--- src/rtl/dac_spi_master.sv ---
// rtl/dac_spi_master.sv - multi-channel SPI master for serial DACs, one sync frame per channel
// Optional: define DAC_SPI_AUTO_EN for continuous mode (re-latch ch_data after every transfer).
module dac_spi_master #(
  parameter int WORD_W  = 16,
  parameter int NUM_CH  = 2,
  parameter int CLK_DIV = 2
) (
  input  logic                     clk,
  input  logic                     rst_n,
  input  logic                     start,
  input  logic [NUM_CH*WORD_W-1:0] ch_data,
  output logic                     busy,
  output logic                     done,
  output logic                     dac_sclk,
  output logic                     dac_sout,
  output logic                     dac_sync
);
  localparam int TOP   = NUM_CH*WORD_W-1;
  localparam int PH_W  = $clog2(2*CLK_DIV);
  localparam int BIT_W = $clog2(WORD_W);
  localparam int CH_W  = (NUM_CH > 1) ? $clog2(NUM_CH) : 1;
  localparam logic [PH_W-1:0]  H_LAST   = PH_W'(CLK_DIV-1);
  localparam logic [PH_W-1:0]  G_LAST   = PH_W'(2*CLK_DIV-1);
  localparam logic [BIT_W-1:0] BIT_LAST = BIT_W'(WORD_W-1);
  localparam logic [CH_W-1:0]  CH_LAST  = CH_W'(NUM_CH-1);

  typedef enum logic [2:0] {IDLE, LOAD, LOW, HIGH, GAP} state_t;

  state_t           state;
  logic [PH_W-1:0]  ph;
  logic [BIT_W-1:0] bit_cnt;
  logic [CH_W-1:0]  ch;
  logic [TOP:0]     sreg;
  logic [TOP:0]     ch_rev;

  // Channel 0 sits at the top so one continuous left shift walks every frame in order.
  for (genvar c = 0; c < NUM_CH; c++) begin : g_rev
    assign ch_rev[(NUM_CH-c)*WORD_W-1 -: WORD_W] = ch_data[c*WORD_W +: WORD_W];
  end

  always_ff @(posedge clk or negedge rst_n) begin
    if (!rst_n) begin
      state    <= IDLE;
      ph       <= '0;
      bit_cnt  <= '0;
      ch       <= '0;
      sreg     <= '0;
      busy     <= 1'b0;
      done     <= 1'b0;
      dac_sclk <= 1'b1;
      dac_sout <= 1'b0;
      dac_sync <= 1'b1;
    end else begin
      done <= 1'b0;
      case (state)
        IDLE: begin
          if (start) begin
            sreg     <= ch_rev;
            ch       <= '0;
            ph       <= '0;
            busy     <= 1'b1;
            dac_sync <= 1'b0;
            dac_sclk <= 1'b1;
            dac_sout <= ch_data[WORD_W-1];
            state    <= LOAD;
          end
        end
        LOAD: begin
          if (ph == H_LAST) begin
            ph       <= '0;
            bit_cnt  <= '0;
            dac_sclk <= 1'b0;
            state    <= LOW;
          end else begin
            ph <= ph + PH_W'(1);
          end
        end
        LOW: begin
          if (ph == H_LAST) begin
            ph       <= '0;
            dac_sclk <= 1'b1;
            state    <= HIGH;
          end else begin
            ph <= ph + PH_W'(1);
          end
        end
        HIGH: begin
          if (ph == H_LAST) begin
            ph   <= '0;
            sreg <= sreg << 1;
            if (bit_cnt == BIT_LAST) begin
              dac_sync <= 1'b1;
              dac_sout <= 1'b0;
              state    <= GAP;
            end else begin
              bit_cnt  <= bit_cnt + BIT_W'(1);
              dac_sout <= sreg[TOP-1];
              dac_sclk <= 1'b0;
              state    <= LOW;
            end
          end else begin
            ph <= ph + PH_W'(1);
          end
        end
        GAP: begin
          if (ph == G_LAST) begin
            ph <= '0;
            if (ch != CH_LAST) begin
              ch       <= ch + CH_W'(1);
              dac_sync <= 1'b0;
              dac_sout <= sreg[TOP];
              state    <= LOAD;
            end else begin
              done <= 1'b1;
`ifdef DAC_SPI_AUTO_EN
              sreg     <= ch_rev;
              ch       <= '0;
              dac_sync <= 1'b0;
              dac_sout <= ch_data[WORD_W-1];
              state    <= LOAD;
`else
              busy  <= 1'b0;
              state <= IDLE;
`endif
            end
          end else begin
            ph <= ph + PH_W'(1);
          end
        end
        default: state <= IDLE;
      endcase
    end
  end
endmodule

--- config.mk ---
export PLATFORM = sky130hd
export DESIGN_NAME = dac_spi_master
export DESIGN_NICKNAME = d
export VERILOG_FILES = /design/src/rtl/dac_spi_master.sv
export SDC_FILE = /design/constraint.sdc
export NUM_CORES = 1
export LEC_CHECK = 0
export CORE_AREA = 2 2 78 65
export DETAILED_ROUTE_END_ITERATION = 8
export DIE_AREA = 0 0 80 67
export GPL_ROUTABILITY_DRIVEN = 0
export PLACE_DENSITY = 0.76
export RECOVER_POWER = 100
export SETUP_SLACK_MARGIN = 0.1
export SYNTH_ARGS = -nofsm -noshare
export SYNTH_HDL_FRONTEND = slang
export SYNTH_SLANG_ARGS = --single-unit
--- constraint.sdc ---
create_clock -name clk -period 3.2 [get_ports clk]
set_clock_uncertainty 0.15 [all_clocks]
set_input_delay 0.8 -clock clk [delete_from_list [all_inputs] [get_ports clk]]
set_output_delay 0.8 -clock clk [all_outputs]
set_load 0.05 [all_outputs]
==> results.yml, run 1 <==
floorplan:
  row_count: 22
  core_area_um2: 4510
  start_util_pct: 50.6
  ios: 40
  dieHeight_um: 67
  dieArea_um2: 5360
  die-width_um: 80
route:
  ant_nets: 0
  first_iter_violations: 146
  wl_per_cell_um: 13.0
  totalWireLength_um: 4660
  firstDrtPassIters: 5
  num_vias: 1910
  viasPerCell: 5.34
  drc: 0
cts:
  htree_levels: 2
  cts_buffers: 5
  cts_max_path_buffers: 2
  root_buffer: "clkbuf_8"
  path_clk_slew_ps: 80
  cts_sinks: 47
  cts_repair_resize_count: 0
  clk_latency_ps: 290
  postCtsSetupBuffers: 0
  hold_buffers: 0
  cts_tree: "yes"
setup_path:
  cp_max_fo: 63
  cp-start-kind: "primary input"
  arrival_ps: 2790
  worstSetupEndpointType: "flip-flop"
  cp_slowest_cell: "dlygate4sd3_1"
  reg2reg_depth: 4
  max_stage_delay_ps: 590
  critical_path_class: "in -> reg"
  crit_path_cell_trace: "dlygate4sd3_1 -> or3b_1 -> a21oi_4 -> clkbuf_4 -> nor2_1 -> a31oi_1"
  cp.required_ps: 3260
global_routing:
  grt.overflow.total: 0
  grt_max_degree: 64
  antenna_found_initial: 0
  grt_pass1_vias: 1678
  grt_first_pass_wirelength_um: 7710
  grtUsageTotal_pct: 18.5
sta:
  period_minus_slack_ps: 2730
  setup_tns_ps: 0
  drv_slew: 0
  fmax_mhz: 366
  holdWs_ps: 346
  final_hold_viol_count: 0
  tightest_slew_ps: 946
  finalSetupViolations: 0
  rsz0062_at_grt: "no"
  slew-limit-headroom_pct: 36.9
  period_share_pct: 85.3
yosys:
  netlist_instances: 265
  synth_top_area_share_pct: 49.3
  synth_edf_count: 0
  ys.flop_type: "dfrtp_1"
  seq_area_frac_synth_pct: 51.6
  ys_warn_count: 0
  async_reset_ff_share_pct: 100
  synth.distinct_cells: 37
  yosysTopAreaCell: "dfrtp_1"
  synth_area_leaders: "dfrtp_1, nand2_1, a31oi_1"
  avgSynthCellArea_um2: 8.63
  netlist_area_um2: 2290
  ys_ff_latch: 47
  syn_nets: 304
power_and_ir_drop:
  peakVddDrop_mv: 0.223
  p_leak_uw: 0.00116
  power_density_nw_per_um2: 361
layout:
  areaGrowthSynthToFinish_pct: 20.2
  final_cell_mix: "nand2_1, dfrtp_1, nor2_1, a31oi_1, clkdlybuf4s50_1"
  final_area_um2: 2750
  nets: 336
  layout_commonest_cell: "nand2_1"
  drive_gt1_share_pct: 4.70
  num_antenna_cells: 0
placement:
  port_buffers: 39
  dp_hpwl_um: 3310
  dpl_cell_area_um2: 2690
outcome:
  status: "finished clean"
hold_path:
  hp-class: "reg -> reg"
  min_path_cells: 1
job:
  drv_cap: 0
==> final timing paths <==
path                          start         end  slack [ps]
setup / recovery              start     sreg[5]         470
hold / removal             dac_sout    dac_sout         350
setup reg to reg           state[2]  bit_cnt[1]         620
hold reg to reg            dac_sout    dac_sout         350
max in group asynchronous     rst_n    sreg[25]        1270
min in group asynchronous     rst_n    dac_sout         400
==> cells in the mapped netlist (all sizes together) (3+ instances only) <==
master and n:
buf 10, nand2 72, nand3 5, a31oi 32
ha 4, o21ai 6, clkbuf 8, dfrtp 45
inv 6, nor2 38, and3 3, a21oi 12
==> flip-flops by register name (all words and copies together) (netlist names) <==
signal,cells
bit_cnt,4
busy,1
ch,1
dac_sclk,1
dac_sout,1
dac_sync,1
done,1
ph,2
sreg,32
state,3
==> critical path: cells and delay by family <==
family	cells	cell delay (ps)
AO/OA/AOI/OAI	2	310
buffers and inverters	2	1130
AND/OR/NAND/NOR	2	550
==> final cells by class <==
class | instances | area [um2]
fillers | 406 | 1770
flip-flops and latches | 47 | 1180
multi-input cells | 194 | 983
repair buffers | 43 | 408
clock buffers | 8 | 80.1
well taps | 60 | 75.1
inverters | 6 | 22.5
==> per-layer routing <==
metal | up-vias | GRT usage [%] | part of all wire, %
li1 | 959 | - | -
met1 | 881 | 27.9 | 49
met2 | 63 | 27.2 | 43
met3 | 7 | 3.93 | 7.0
met4 | 0 | 4.45 | 0.92
met5 | - | 0 | 0
==> where the power goes <==
part           total (uW)  switching, uW  internal (uW)
registers             594          0.308            594
clock network         334            178            155
logic                63.5           24.0           39.5
==> cell families after synthesis <==
kind of cell / after synthesis / synth area share, %
multiplexers: 2 / 0.985
AO/OA/AOI/OAI: 60 / 16.8
buffers and inverters: 24 / 5.31
AND/OR/NAND/NOR: 128 / 23.2
flip-flops: 47 / 51.6
adder cells (fa/ha/maj): 4 / 2.19
==> per-stage QoR <==
step,instances,setup WS (ps),utilization (%),total power (uW)
detailed placement,350,563,59.6,672
finish,358,470,60.9,991
CTS,358,620,61.4,1010
global route,358,296,60.9,1040
global placement,350,618,59.6,672
floorplan,265,1190,-,616
No activity file was read; power rests on OpenSTA's default activity.
==> run 2, diff against run 1 <==
--- a/config.mk
+++ b/config.mk
@@ -5,6 +5,7 @@
 export SDC_FILE = /design/constraint.sdc
 export NUM_CORES = 1
 export LEC_CHECK = 0
+export ABC_CLOCK_PERIOD_IN_PS = 3200
 export CORE_AREA = 2 2 78 65
 export DETAILED_ROUTE_END_ITERATION = 8
 export DIE_AREA = 0 0 80 67
==> results of run 2 <==
Final layout, timing and power as in run 1 (identical DEF).
==> run 3, diff against run 2 <==
--- a/config.mk
+++ b/config.mk
@@ -5,12 +5,13 @@
 export SDC_FILE = /design/constraint.sdc
 export NUM_CORES = 1
 export LEC_CHECK = 0
-export ABC_CLOCK_PERIOD_IN_PS = 3200
+export ABC_CLOCK_PERIOD_IN_PS = 2700
 export CORE_AREA = 2 2 78 65
+export CTS_BUF_LIST = sky130_fd_sc_hd__clkbuf_8
 export DETAILED_ROUTE_END_ITERATION = 8
 export DIE_AREA = 0 0 80 67
 export GPL_ROUTABILITY_DRIVEN = 0
-export PLACE_DENSITY = 0.76
+export PLACE_DENSITY = 0.87
 export RECOVER_POWER = 100
 export SETUP_SLACK_MARGIN = 0.1
 export SYNTH_ARGS = -nofsm -noshare
==> constraint.sdc (replaced) <==
create_clock -name clk -period 2.7 [get_ports clk]
set_clock_uncertainty 0.15 [all_clocks]
set_input_delay 0.675 -clock clk [delete_from_list [all_inputs] [get_ports clk]]
set_output_delay 0.675 -clock clk [all_outputs]
set_load 0.05 [all_outputs]
==> results.yml, run 3 (synthesized netlist as in run 1, its figures left out) <==
route:
  totalWireLength_um: 4960
  ant_nets: 0
  firstDrtPassIters: 4
  first_iter_violations: 129
  drc: 0
  viasPerCell: 5.46
  num_vias: 1967
  wl_per_cell_um: 13.8
global_routing:
  grtUsageTotal_pct: 20.9
  antenna_found_initial: 0
  grt.overflow.total: 0
  grt_first_pass_wirelength_um: 8500
  grt_pass1_vias: 1881
  grt_max_degree: 64
sta:
  tightest_slew_ps: 1180
  setup_tns_ps: 0
  final_hold_viol_count: 0
  finalSetupViolations: 0
  period_minus_slack_ps: 2530
  fmax_mhz: 395
  slew-limit-headroom_pct: 21.4
  drv_slew: 0
  holdWs_ps: 353
  rsz0062_at_grt: "no"
  period_share_pct: 93.8
setup_path:
  crit_family: "buffers and inverters"
  worst-path-buf-inv: 1
  worstSetupEndpointType: "output port"
  cp_max_fo: 2
  max_stage_delay_ps: 870
  arrival_ps: 1710
  cp_slowest_cell: "dlygate4sd3_1"
  critical_path_class: "reg -> out"
  cp-start-kind: "flip-flop"
  crit_path_cell_trace: "dlygate4sd3_1"
  cp.required_ps: 1880
floorplan:
  dieArea_um2: 5360
  start_util_pct: 50.6
  die-width_um: 80
  dieHeight_um: 67
  row_count: 22
  ios: 40
  core_area_um2: 4510
job:
  drv_cap: 0
cts:
  cts_max_path_buffers: 2
  clk_latency_ps: 300
  cts_tree: "yes"
  cts_sinks: 47
  hold_buffers: 0
  cts_repair_resize_count: 0
  root_buffer: "clkbuf_8"
  cts_buffers: 5
  htree_levels: 2
  path_clk_slew_ps: 90
  postCtsSetupBuffers: 0
placement:
  dpl_cell_area_um2: 2710
  dp_hpwl_um: 3420
  dp.cells: 352
  port_buffers: 39
power_and_ir_drop:
  peakVddDrop_mv: 0.326
  power_density_nw_per_um2: 443
  p_leak_uw: 0.00117
layout:
  final_cell_mix: "nand2_1, dfrtp_1, nor2_1, a31oi_1, clkdlybuf4s50_1"
  largest_reg_flops: 32
  reg.largest.list: "sreg (32), bit_cnt (4), state (3)"
  final_area_um2: 2780
  num_antenna_cells: 0
  layout_commonest_cell: "nand2_1"
  areaGrowthSynthToFinish_pct: 21.7
  final_util_pct: 61.6
  drive_gt1_share_pct: 5.67
  largest-register: "sreg"
  instances_no_fill: 360
  nets: 338
hold_path:
  hp-class: "reg -> reg"
outcome:
  status: "finished clean"
-- run 3: layout make-up --
class | instances | area (um2)
clock buffer | 6 | 82.6
clock inverter | 2 | 16.3
fill | 390 | 1730
inverter | 6 | 22.5
multi-input combinational | 194 | 972
sequential | 47 | 1180
tap | 60 | 75.1
timing repair buffer | 45 | 434
-- run 3: per-stage QoR --
| step | total power, uW | setup WS, ps |
|---|---|---|
| after CTS | 1240 | 228 |
| after global placement | 797 | 237 |
| after detailed placement | 797 | 181 |
| after global routing | 1290 | 135 |
| after floorplan | 730 | 816 |
| final | 1230 | 166 |
-- run 3: report_power, final --
group	internal, uW	switching, uW
Clock	209	242
Combinational	47.0	28.9
Sequential	704	0.501
-- run 3: final timing paths --
check,from,to,slack (ps),cells past startpoint
max reg2reg,state[2],dac_sout,650,3
min,dac_sout,dac_sout,350,1
min in group asynchronous,rst_n,sreg[26],430,1
max in group asynchronous,rst_n,sreg[10],740,2
max,dac_sync,dac_sync,170,1
min reg2reg,dac_sout,dac_sout,350,1
-- run 3: metal layers --
layer / routed length (um) / GRT usage (%)
met4: 53 / 7.42
met5: 0 / 0
met3: 317 / 5.01
met2: 2350 / 35.0
met1: 2240 / 26.5
==> RTL edit 1: new RTL, config.mk and constraints of run 3 <==
The parameter `WORD_W` goes from 16 to 8.
--- a/src/rtl/dac_spi_master.sv
+++ b/src/rtl/dac_spi_master.sv
@@ -3,3 +3,3 @@
 module dac_spi_master #(
-  parameter int WORD_W  = 16,
+  parameter int WORD_W  = 8,
   parameter int NUM_CH  = 2,
Interface: changed (resized ch_data); port bits go from 40 to 24. The function was not compared with the original's and may differ.
==> RTL edit 1 against run 3 <==
Power shrank 30%; non-clock buffer count shrank 17; synthesized area shrank 32%; maximum frequency grew 1.2%; cell area shrank 30%; sequential cell count shrank 17; routed wire length shrank 38%; setup slack gained 0.030 ns.
==> RTL edit 1: results <==
set metrics [dict create \
    status "finished, final reports clean" \
    dr.pass1.iters 4 \
    grt_max_degree 33 \
    worstPathArrival_ns 1.68 \
    cp_slowest_stage_delay_ns 0.87 \
    timing.hold.ws_ns 0.353 \
    p_leak_nw 0.978 \
    min_path_type "reg2reg" \
    grt_antenna_before_repair 0 \
    clk_latency_ns 0.29 \
    cp-endpoint "dac_sclk" \
    reg2reg_from "ph[0]" \
    swShare_pct 21.5 \
    yosysWarningCount 0 \
    synth.distinct_cells 38 \
    h-tree-depth 2 \
    cts_resized 0 \
    post-cts-setup-buffers 0 \
    rr_worst_depth 5 \
    multi_input_area_um2 732 \
    io_buffer_count 23 \
    cp_max_fo 2 \
    ys_seq_area_share_pct 48.2 \
    drive_gt1_share_pct 8.70 \
    placed_area_mm2 0.00187 \
    dpl_worst_slack_ns 0.288 \
    grt_pass1_vias 1164 \
    hp-start "dac_sout" \
    cts_inserted_buffers 5 \
    reg_top3 "sreg (16), bit_cnt (3), state (3)" \
    detail_route.iter0.violations 103 \
    intPower_uw 678 \
    min_to "dac_sout" \
    gr-usage-all-layers_pct 13.2 \
    synth_common_cells "dfrtp_1, a21oi_1, nor2_1, mux2i_1, buf_2" \
    synth_area_leaders "dfrtp_1, mux2i_1, a21oi_1, nor2_1, ha_1" \
    fill_cells 443 \
    syn_inst 158 \
    final_cells 244 \
    worst-slew-pin-transition_ns 0.722 \
    grt_pass1_wl_um 5260 \
    final_net_count 208 \
    syn_nets 183 \
    max_freq_ghz 0.399 \
    whs_path_depth 1 \
    routed_wl_um 3090 \
    rrSetupSlack_ns 0.57 \
    seq_power_share_pct 52.0 \
    clkTransAtPathRegs_ns 0.06 \
    root_buffer "clkbuf_8" \
    crit_start "dac_sclk" \
    drt-vias-per-instance 5.02 \
    power.share.clock_pct 42.8 \
    ir_worst_vdd_v 0.000294 \
    dp_hpwl_um 2170 \
    r2r-end "dac_sout" \
]
## RTL edit 1: per-layer routing
metal  vias to the layer above  share of wire [%]  GRT usage [%]
li1                        610                  -              -
met1                       582                 46           17.5
met2                        25                 45           19.1
met3                         8                6.1           4.20
met4                         0                2.3           6.99
met5                         -                  0              0
## RTL edit 1: layout make-up
| class | count | area share (%) |
|---|---|---|
| Sequential cell | 30 | 38.7 |
| Multi-Input combinational cell | 113 | 37.6 |
| Timing Repair Buffer | 28 | 14.3 |
| Clock buffer | 6 | 4.24 |
| Tap cell | 60 | 3.85 |
| Inverter | 5 | 0.963 |
| Clock inverter | 2 | 0.450 |
## RTL edit 1: cells by family after synthesis
kind of cell             share of synthesized area, %
XOR/XNOR                                         1.12
AND/OR/NAND/NOR                                  14.9
multiplexers                                     11.3
flip-flops                                       48.2
adder cells (fa/ha/maj)                          4.80
buffers and inverters                            4.24
AO/OA/AOI/OAI                                    15.5
==> RTL edit 2: new RTL, flow settings as in run 3 <==
Without the edit above. Reset style: synchronous (`rst_n`), changed in one clocked block.
--- a/src/rtl/dac_spi_master.sv
+++ b/src/rtl/dac_spi_master.sv
@@ -40,3 +40,3 @@
 
-  always_ff @(posedge clk or negedge rst_n) begin
+  always_ff @(posedge clk) begin
     if (!rst_n) begin
Function: differs if rst_n is asserted again (counterexample within 4 cycles, from zero or initial values and one cycle with rst_n low); with rst_n held inactive, the same outputs for 10 cycles.
==> RTL edit 2 against run 3 <==
Maximum frequency up 6.9%; register-to-register slack got worse by 0.03 ns; synthesized cell count fell by 7.2%; cell area down 1.1%; synthesized area rose by 5.2%; setup slack improved by 0.16 ns; global-route usage fell by 2.6 points; routed wire length is 2.7% lower; core utilization shrank 0.67 points; first-iteration DRC count shrank 5.4%; sequential cell count stayed put.
Power is not compared: it rests on default switching activity, and its combinational part moved more than twofold at a synthesized area within 25%.
==> RTL edit 2: results <==
set metrics [dict create \
    yosysMostFrequentCell "dfxtp_1" \
    final_net_count 316 \
    synth_common_cells "dfxtp_1, nor2_1, mux2i_1, a211oi_2, a21oi_1" \
    syn_area_per_cell_um2 9.78 \
    synth.distinct_cells 43 \
    async_reset_ff_share_pct 0 \
    dpl.cell_count 330 \
    globalRouteMet3Util_pct 3.93 \
    vias 1911 \
    ys_seq_area_share_pct 39.1 \
    dpl_worst_slack_ns 0.320 \
    status "finished, final reports clean" \
    min_path_type "reg2reg" \
    grt_max_degree 65 \
    gr-usage-all-layers_pct 18.3 \
    worstPathArrival_ns 1.55 \
    routed_wl_um 4830 \
    grt_pass1_wl_um 7600 \
    dp_hpwl_um 3260 \
    drt-vias-per-instance 5.65 \
    use_met1_pct 24.6 \
    crit_slowest_cell "dlygate4sd3_1" \
    worst-slew-pin-transition_ns 0.761 \
    detail_route.iter0.violations 122 \
    grt_pass1_vias 1668 \
    placed_area_mm2 0.00282 \
    syn_nets 285 \
    met2_usage_pct 29.1 \
    cp_max_fo 3 \
    drive_gt1_share_pct 6.83 \
    synth_ff_type "dfxtp_1" \
    synth_area_leaders "dfxtp_1, a211oi_2, mux2i_1, nor2_1, a21oi_1" \
    p_leak_nw 1.19 \
    ir_worst_vdd_v 0.000410 \
    rr_worst_depth 5 \
]
-- RTL edit 2: cell type report --
class	instances	area (um2)
Clock buffer	5	68.8
Clock inverter	3	18.8
Tap cell	60	75.1
Sequential cell	47	941
Fill cell	414	1760
Multi-Input combinational cell	175	1190
Timing Repair Buffer	45	445
Inverter	3	11.3
-- RTL edit 2: final timing paths --
| path | startpoint | to | slack [ns] |
|---|---|---|---|
| setup / recovery | busy | busy | 0.33 |
| hold / removal | dac_sclk | dac_sclk | 0.34 |
| setup reg to reg | ph[0] | dac_sout | 0.62 |
| hold reg to reg | dac_sclk | dac_sclk | 0.34 |
-- RTL edit 2: metal layers --
| layer | up-vias | part of all wire [%] |
|---|---|---|
| li1 | 967 | - |
| met1 | 900 | 50 |
| met2 | 37 | 45 |
| met3 | 7 | 3.7 |
| met4 | 0 | 1.3 |
| met5 | - | 0 |
-- RTL edit 2: where the power goes --
group	leakage (nW)	internal (mW)	total (mW)	switching, mW
sequential	0.387	0.838	0.954	0.117
combinational	0.754	0.287	0.663	0.377
clock	0.0483	0.182	0.420	0.237
total	1.19	1.31	2.04	0.730
-- RTL edit 2: cell families (layout without fill, tap and decap cells) --
family	Yosys count	after routing	share of synthesized area (%)
flip-flops	47	47	39.1
buffers and inverters	24	56	5.51
multiplexers	32	32	13.4
AO/OA/AOI/OAI	67	67	26.0
AND/OR/NAND/NOR	72	72	13.9
adder cells (fa/ha/maj)	4	4	2.08
